### src/rtl/adder_pkg.sv
// Shared constants and helpers for the segmented pipelined adder.
package adder_pkg;

  localparam int DEFAULT_SEG = 4;

  function automatic int stages_f(input int width, input int seg);
    return width / seg;
  endfunction

endpackage

### src/rtl/pipe_adder_seg_adder.sv
// Combinational SEG-bit adder slice: sum, carry out, and carry into its MSB.
module seg_adder
  import adder_pkg::*;
#(
  parameter int SEG = DEFAULT_SEG
) (
  input  logic [SEG-1:0] a,
  input  logic [SEG-1:0] b,
  input  logic           ci,
  output logic [SEG-1:0] s,
  output logic           co,
  output logic           cm
);

  logic [SEG:0] sum;

  assign sum = {1'b0, a} + {1'b0, b} + {{SEG{1'b0}}, ci};
  assign s   = sum[SEG-1:0];
  assign co  = sum[SEG];
  // The MSB sum bit is a^b^carry_in, so the carry into the MSB falls out by XOR.
  assign cm  = sum[SEG-1] ^ a[SEG-1] ^ b[SEG-1];

endmodule

### src/rtl/pipe_adder.sv
// Pipelined ripple-carry adder, one SEG-bit carry segment per register stage,
// with valid/ready backpressure. Define PIPE_ADDER_OVF_EN to add the ovf output.
module pipe_adder
  import adder_pkg::*;
#(
  parameter int WIDTH = 16,
  parameter int SEG   = DEFAULT_SEG
) (
  input  logic             clk,
  input  logic             rst_n,
  input  logic             in_valid,
  output logic             in_ready,
  input  logic [WIDTH-1:0] a,
  input  logic [WIDTH-1:0] b,
  input  logic             ci,
  output logic             out_valid,
  input  logic             out_ready,
  output logic [WIDTH-1:0] s,
  output logic             co
`ifdef PIPE_ADDER_OVF_EN
  ,
  output logic             ovf
`endif
);

  localparam int STAGES = stages_f(WIDTH, SEG);

  if (WIDTH % SEG != 0) begin : g_bad_width
    $error("pipe_adder: WIDTH must be a multiple of SEG");
  end

  logic [STAGES-1:0]            vld;
  logic [STAGES-1:0]            up;
  logic [STAGES:0]              go;
  logic [STAGES-1:0][WIDTH-1:0] a_p;
  logic [STAGES-1:0][WIDTH-1:0] b_p;
  logic [STAGES-1:0][WIDTH-1:0] s_p;
  logic [STAGES-1:0]            c_p;
  logic [STAGES-1:0]            co_w;
  logic [STAGES-1:0]            cm_w;

  // go[k]: stage k may load this cycle (empty, or its successor moves on).
  always_comb begin
    go         = '0;
    go[STAGES] = out_ready;
    for (int k = STAGES - 1; k >= 0; k--) begin
      go[k] = ~vld[k] | go[k+1];
    end
  end

  always_comb begin
    up    = vld << 1;
    up[0] = in_valid;
  end

  assign in_ready  = go[0];
  assign out_valid = vld[STAGES-1];
  assign s         = s_p[STAGES-1];
  assign co        = c_p[STAGES-1];

  always_ff @(posedge clk or negedge rst_n) begin
    if (!rst_n) begin
      vld <= '0;
    end else begin
      for (int k = 0; k < STAGES; k++) begin
        if (go[k]) vld[k] <= up[k];
      end
    end
  end

  for (genvar k = 0; k < STAGES; k++) begin : g_stage
    localparam int LO = k * SEG;

    logic [WIDTH-1:0] a_src;
    logic [WIDTH-1:0] b_src;
    logic [WIDTH-1:0] s_src;
    logic [WIDTH-1:0] s_nxt;
    logic             c_src;
    logic [SEG-1:0]   seg_sum;

    if (k == 0) begin : g_head
      assign a_src = a;
      assign b_src = b;
      assign s_src = '0;
      assign c_src = ci;
    end else begin : g_body
      assign a_src = a_p[k-1];
      assign b_src = b_p[k-1];
      assign s_src = s_p[k-1];
      assign c_src = c_p[k-1];
    end

    seg_adder #(.SEG(SEG)) u_seg (
      .a  (a_src[LO +: SEG]),
      .b  (b_src[LO +: SEG]),
      .ci (c_src),
      .s  (seg_sum),
      .co (co_w[k]),
      .cm (cm_w[k])
    );

    always_comb begin
      s_nxt            = s_src;
      s_nxt[LO +: SEG] = seg_sum;
    end

    // Stage k register: operands skew forward, finished sum bits deskew forward.
    always_ff @(posedge clk or negedge rst_n) begin
      if (!rst_n) begin
        a_p[k] <= '0;
        b_p[k] <= '0;
        s_p[k] <= '0;
        c_p[k] <= 1'b0;
      end else if (go[k] & up[k]) begin
        a_p[k] <= a_src;
        b_p[k] <= b_src;
        s_p[k] <= s_nxt;
        c_p[k] <= co_w[k];
      end
    end
  end

`ifdef PIPE_ADDER_OVF_EN
  logic ovf_r;

  always_ff @(posedge clk or negedge rst_n) begin
    if (!rst_n) begin
      ovf_r <= 1'b0;
    end else if (go[STAGES-1] & up[STAGES-1]) begin
      ovf_r <= cm_w[STAGES-1] ^ co_w[STAGES-1];
    end
  end

  assign ovf = ovf_r;
`endif

  // Already-consumed operand segments and per-segment MSB carries are dead by design.
  logic unused_bits;
  assign unused_bits = ^{a_p, b_p, cm_w};

endmodule

### config.mk
export PLATFORM = sky130hd
export DESIGN_NAME = pipe_adder
export DESIGN_NICKNAME = d
export VERILOG_FILES = /design/src/rtl/adder_pkg.sv /design/src/rtl/pipe_adder_seg_adder.sv /design/src/rtl/pipe_adder.sv
export SDC_FILE = /design/constraint.sdc
export NUM_CORES = 1
export LEC_CHECK = 0
export BUFFER_PORTS_ARGS = -buffer_cell sky130_fd_sc_hd__buf_2
export CAP_MARGIN = 5
export CORE_MARGIN = 5
export CORE_UTILIZATION = 40
export DETAILED_ROUTE_END_ITERATION = 10
export GPL_TIMING_DRIVEN = 0
export SYNTH_ARGS = -nofsm -noshare
export SYNTH_HDL_FRONTEND = slang
export SYNTH_SLANG_ARGS = --single-unit
### constraint.sdc
create_clock -name clk -period 3.5 [get_ports clk]
set_input_delay 0.7 -clock clk [delete_from_list [all_inputs] [get_ports clk]]
set_output_delay 0.7 -clock clk [all_outputs]
set_load 0.02 [all_outputs]
==> flow_metrics.tcl, run 1 <==
set metrics [dict create \
    synth-compound-area-share_pct 4.65 \
    ys_types 21 \
    finalWirelength_um 6730 \
    leakage_nw 2.24 \
    die_h_um 111 \
    core-area_um2 10200 \
    power_density_nw_per_um2 730 \
    min_path_type "input pin to asynchronous set/reset pin" \
    ys_ff_latch 96 \
    dr.pass1.iters 3 \
    path_class "input pin to output port" \
    rows 37 \
    synth_top_family_by_area "multiplexers" \
    crit_path_start_kind "input pin" \
    grt_usage_pct 12.2 \
    synthMuxAreaShare_pct 21.1 \
    use_met1_pct 16.9 \
    syn_to_final_growth_pct 16.4 \
    cts_tree "yes" \
    crit_fanout 4 \
    antenna_found_initial 0 \
    busiest_layer "met2" \
    clock_path_buffers 2 \
    yosysMostFrequentCell "dfrtp_1" \
    synth_top_cell_by_area "dfrtp_1" \
    vias 2255 \
    worstSkewPairLatency_ns 0.36 \
    ys_seq_area_share_pct 58.4 \
    port_buffers 55 \
    antenna_cells 0 \
    fillers 925 \
    cts_root_buffer "clkbuf_8" \
    rsz0062_at_grt "no" \
    synth_async_sr_flop_share_pct 100 \
    synthAdderAreaFrac_pct 7.54 \
    synth_top_cells_by_count "96 x dfrtp_1, 75 x mux2_2, 18 x nand2_1" \
    tns_ns 0 \
    drv_cap 0 \
    post_drt_wl_per_cell_um 13.7 \
    synth_ff_type "dfrtp_1" \
    grt_max_degree 53 \
    max_freq_ghz 0.461 \
    grt_pass1_wl_um 12100 \
    die_area_um2 12400 \
    cts.sinks 96 \
    drv_slew 0 \
    cts_inserted_buffers 9 \
    postSynthCellCount 282 \
    tightest_slew_ns 0.679 \
    overflow 0 \
    setup_ws_ns 1.33 \
    finalNetCount 406 \
    max-slew-margin-rel_pct 54.8 \
    viasPerCell 4.60 \
    grtUsageMet3_pct 3.32 \
    holdBufCountCts 0 \
    synth-simple-area-share_pct 3.32 \
    drc 0 \
    arrival_ns 1.47 \
    ios 56 \
    clk_pin_slew_ns 0.09 \
    synth_area_leaders "dfrtp_1 58%, mux2_2 21%, fa_1 3.9%" \
    grt_util_met2_pct 18.6 \
    cts-resized-gates 0 \
    synth.net_count 339 \
    pre_cts_slack_ns 1.32 \
    critPathRequiredTime_ns 2.80 \
    synth_xor_area_share_pct 1.70 \
    endpoint_kind "output port" \
    ant_nets 0 \
    setup_viol 0 \
    fin_skew_ns 0.00946 \
    dp_hpwl_um 5110 \
    die_w_um 111 \
    synth_top_area_share_pct 58.4 \
    period_minus_slack_ns 2.17 \
    cts_setup_buffers 0 \
    gp_congestion 0.715 \
    netlist_area_um2 4110 \
    initial_utilization_pct 40.4 \
    vdd_drop_max_v 0.000291 \
    drtIter0Drc 41 \
    yosysWarnings 0 \
    grt_pass1_vias 2443 \
    r2r_slack_ns 1.65 \
    post-route-period-util_pct 62.0 \
    outcome "completed" \
    drive_gt1_share_pct 44.9 \
    hold_violations 0 \
    htree_levels 3 \
    syn-mean-instance-area_um2 14.6 \
    synth_edf_count 0 \
]
-- cells by family (layout without fill, tap and decap cells) --
family                     after synthesis  count (layout)
adders and majority gates               20              20
xor gates and xnor gates                 8               8
muxes                                   77              77
DFF                                     96              96
and+or+nand+nor                         26              26
buffers and inverters                   23              95
AOI/OAI and AO/OA                       32              32
-- stage by stage --
step | std cells | power, mW | utilization (%) | area, um^2 | hold WS (ns)
2_1_floorplan | 282 | 2.46 | - | 4110 | 0.404
3_3_place_gp | 473 | 2.78 | 44.8 | 4560 | 0.460
3_5_place_dp | 474 | 2.84 | 45.0 | 4590 | 0.468
4_1_cts | 490 | 3.56 | 47.0 | 4790 | 0.397
5_1_grt | 490 | 3.80 | 47.0 | 4790 | 0.425
6_report | 490 | 3.50 | 47.0 | 4790 | 0.376
-- layout by cell type, fill, tap and decap left out, drive strengths merged --
master	n
or2	1
clkbuf	12
clkinvlp	2
a21o	8
nand3b	1
nand2	19
ha	12
bufinv	1
clkinv	1
nand4b	1
dfrtp	96
a21oi	8
mux2	77
o21ai	16
xor2	7
fa	8
xnor2	1
inv	13
nand2b	4
buf	66
-- report_power, final --
part	switching, mW	internal, mW
combinational	0.526	0.563
clock	0.369	0.352
sequential	0.206	1.48
total	1.10	2.39
-- final cells by class --
cell class | count | area, um^2 | share of cell area [%]
inverters | 13 | 48.8 | 1.02
clock buffers | 12 | 145 | 3.03
repair buffers | 56 | 305 | 6.38
flip-flops and latches | 96 | 2400 | 50.2
clock inverters | 4 | 53.8 | 1.12
well taps | 136 | 170 | 3.55
multi-input cells | 163 | 1580 | 32.9
plain buffers | 10 | 86.3 | 1.80
-- path summary, 6_finish.rpt --
path	cells past startpoint	to	startpoint
worst max-delay path	4	in_ready	out_ready
worst min-delay path	1	g_stage[1].b_src[11]$_DFFE_PN0P_	rst_n
worst max register to register	5	co$_DFFE_PN0P_	g_stage[3].a_src[12]$_DFFE_PN0P_
worst min register to register	2	s[14]$_DFFE_PN0P_	s[14]$_DFFE_PN0P_
max in group asynchronous	2	g_stage[1].s_src[3]$_DFFE_PN0P_	rst_n
min in group clk	2	s[14]$_DFFE_PN0P_	s[14]$_DFFE_PN0P_
-- critical path: stages --
cell      delay (ns)
buf_2           0.11
nand4b_4        0.19
or2_2           0.31
buf_2           0.16
-- routing by layer --
metal	up-vias	wire, um	share of wire (%)
met5	-	0	0
met3	8	252	3.7
met2	31	3170	47
met1	1111	3210	48
li1	1105	-	-
met4	0	99	1.5
-- registers in the layout, summed over array words and instances, names as in the netlist --
name	cells
g_stage.s_src	24
vld	4
co	1
g_stage.c_src	3
g_stage.a_src	24
s	16
g_stage.b_src	24
Power figures use the tool's default switching activity.
==> inputs of run 2 (changes only) <==
==> constraint.sdc (replaced) <==
create_clock -name clk -period 1.9 [get_ports clk]
set_input_delay 0.38 -clock clk [delete_from_list [all_inputs] [get_ports clk]]
set_output_delay 0.38 -clock clk [all_outputs]
set_load 0.02 [all_outputs]
==> run 2 against run 1 <==
Sequential power rose by 84%. Clock power rose by 84%. Core utilization barely moved. Sequential cell count did not move. Power rose by 85%. Via count barely moved. Critical path depth fell by 1. Largest cell class unchanged.
==> flow_metrics.tcl, run 2 (synthesized netlist as in run 1, its figures left out) <==
set metrics [dict create \
    ant_nets 0 \
    final_cell_mix "96 x dfrtp_1, 75 x mux2_2, 57 x buf_2, 18 x nand2_1, 15 x o21ai_0" \
    finalPower_mw 6.45 \
    period_minus_slack_ns 1.79 \
    max-slew-margin-rel_pct 54.8 \
    fin_skew_ns 0.00946 \
    min_path_type "input pin to asynchronous set/reset pin" \
    holdBufCountCts 0 \
    cts_tree "yes" \
    stdcell_area_um2 4790 \
    syn_to_final_growth_pct 16.5 \
    grt_util_met2_pct 18.6 \
    gp_congestion 0.715 \
    die_w_um 111 \
    placed_area_um2 4590 \
    grt_max_degree 53 \
    drc 0 \
    cts.sinks 96 \
    leakage_nw 2.24 \
    r2r_cells 7 \
    initial_utilization_pct 40.4 \
    vias 2254 \
    worstSkewPairLatency_ns 0.36 \
    rows 37 \
    endpoint "in_ready" \
    critPathRequiredTime_ns 1.52 \
    grt_usage_pct 12.2 \
    cts_setup_buffers 0 \
    grtUsageMet3_pct 3.32 \
    overflow 0 \
    power_density_nw_per_um2 1350 \
    rr_endpoint "g_stage[3].c_src$_DFFE_PN0P_" \
    cts_inserted_buffers 9 \
    path_class "register to output port" \
    core-area_um2 10200 \
    drive_gt1_share_pct 45.5 \
    crit_path_start_kind "register" \
    hold_violations 0 \
    setup_ws_ns 0.109 \
    clock_path_buffers 2 \
    post-route-period-util_pct 94.3 \
    drv_cap 0 \
    tightest_slew_ns 0.679 \
    endpoint_kind "output port" \
    drtIter0Drc 41 \
    drv_slew 0 \
    antenna_found_initial 0 \
    viasPerCell 4.60 \
    grt_pass1_wl_um 12100 \
    ios 56 \
    vdd_drop_max_v 0.000536 \
    antenna_cells 0 \
    busiest_layer "met2" \
    clk_pin_slew_ns 0.09 \
    max_freq_ghz 0.558 \
    cts_root_buffer "clkbuf_8" \
    grt_pass1_vias 2443 \
    arrival_ns 1.41 \
    dr.pass1.iters 3 \
    use_met1_pct 16.9 \
    crit_path_start "vld[2]$_DFFE_PN0P_" \
    htree_levels 3 \
    rsz0062_at_grt "no" \
    finalNetCount 406 \
    dp_hpwl_um 5110 \
    setup_viol 0 \
    finalWirelength_um 6740 \
    die_area_um2 12400 \
    layout_commonest_cell "dfrtp_1" \
    outcome "completed" \
    r2r_start "g_stage[2].a_src[8]$_DFFE_PN0P_" \
    pre_cts_slack_ns 0.0627 \
    crit_fanout 4 \
    r2r_slack_ns 0.16 \
    die_h_um 111 \
    post_drt_wl_per_cell_um 13.7 \
    port_buffers 55 \
]
==> run 2: cell types whose count changed in the layout (fill, tap and decap cells not counted) <==
cell  delta
fa_2     +2
fa_1     -2
==> run 2: cell type report <==
| type | count | area (um^2) |
|---|---|---|
| clock buffer | 12 | 145 |
| multi-input combinational | 163 | 1580 |
| timing repair buffer | 56 | 305 |
| inverter | 13 | 48.8 |
| fill | 926 | 5390 |
| sequential | 96 | 2400 |
| buffer | 10 | 86.3 |
| tap | 136 | 170 |
| clock inverter | 4 | 53.8 |
==> run 2: how the worst min path moves through the flow <==
stage | startpoint | end | slack (ns) | cells after the start
2_1_floorplan | rst_n | co$_DFFE_PN0P_ | 0.08 | 0
3_3_place_gp | s[14]$_DFFE_PN0P_ | s[14]$_DFFE_PN0P_ | 0.46 | 2
3_5_place_dp | s[14]$_DFFE_PN0P_ | s[14]$_DFFE_PN0P_ | 0.47 | 2
4_1_cts | rst_n | g_stage[1].b_src[11]$_DFFE_PN0P_ | 0.08 | 1
5_1_grt | rst_n | g_stage[1].b_src[12]$_DFFE_PN0P_ | 0.11 | 1
6_report | rst_n | g_stage[1].b_src[11]$_DFFE_PN0P_ | 0.06 | 1
==> run 2: metal layers <==
layer	routed length, um	vias up
met3	252	8
met2	3170	31
met1	3210	1110
li1	-	1105
met5	0	-
met4	99	0
==> run 2: stage by stage <==
stage / hold WS (ns) / std cells / setup TNS [ns] / util, %
after global placement: 0.460 / 473 / -48.22 / 44.8
after global routing: 0.105 / 490 / 0 / 47.1
final: 0.0565 / 490 / 0 / 47.1
after CTS: 0.0769 / 490 / 0 / 47.0
after floorplan: 0.0844 / 282 / 0 / -
after detailed placement: 0.468 / 474 / 0 / 45.0
==> run 2: what timing repair did <==
item                       4_1_cts  5_1_grt
hold endpoints to repair         0        0
setup endpoints to repair        0        1
resized for setup                0        2
==> run 2: report_power, final <==
part	switching [mW]	internal [mW]
sequential	0.382	2.72
clock	0.681	0.648
combinational	0.970	1.04
total	2.03	4.42
==> run 2: worst max-delay path, cell delays in order, from the launching register on <==
cell      delay (ns)
dfrtp_1         0.44
nand4b_4        0.15
or2_2           0.31
buf_2           0.16
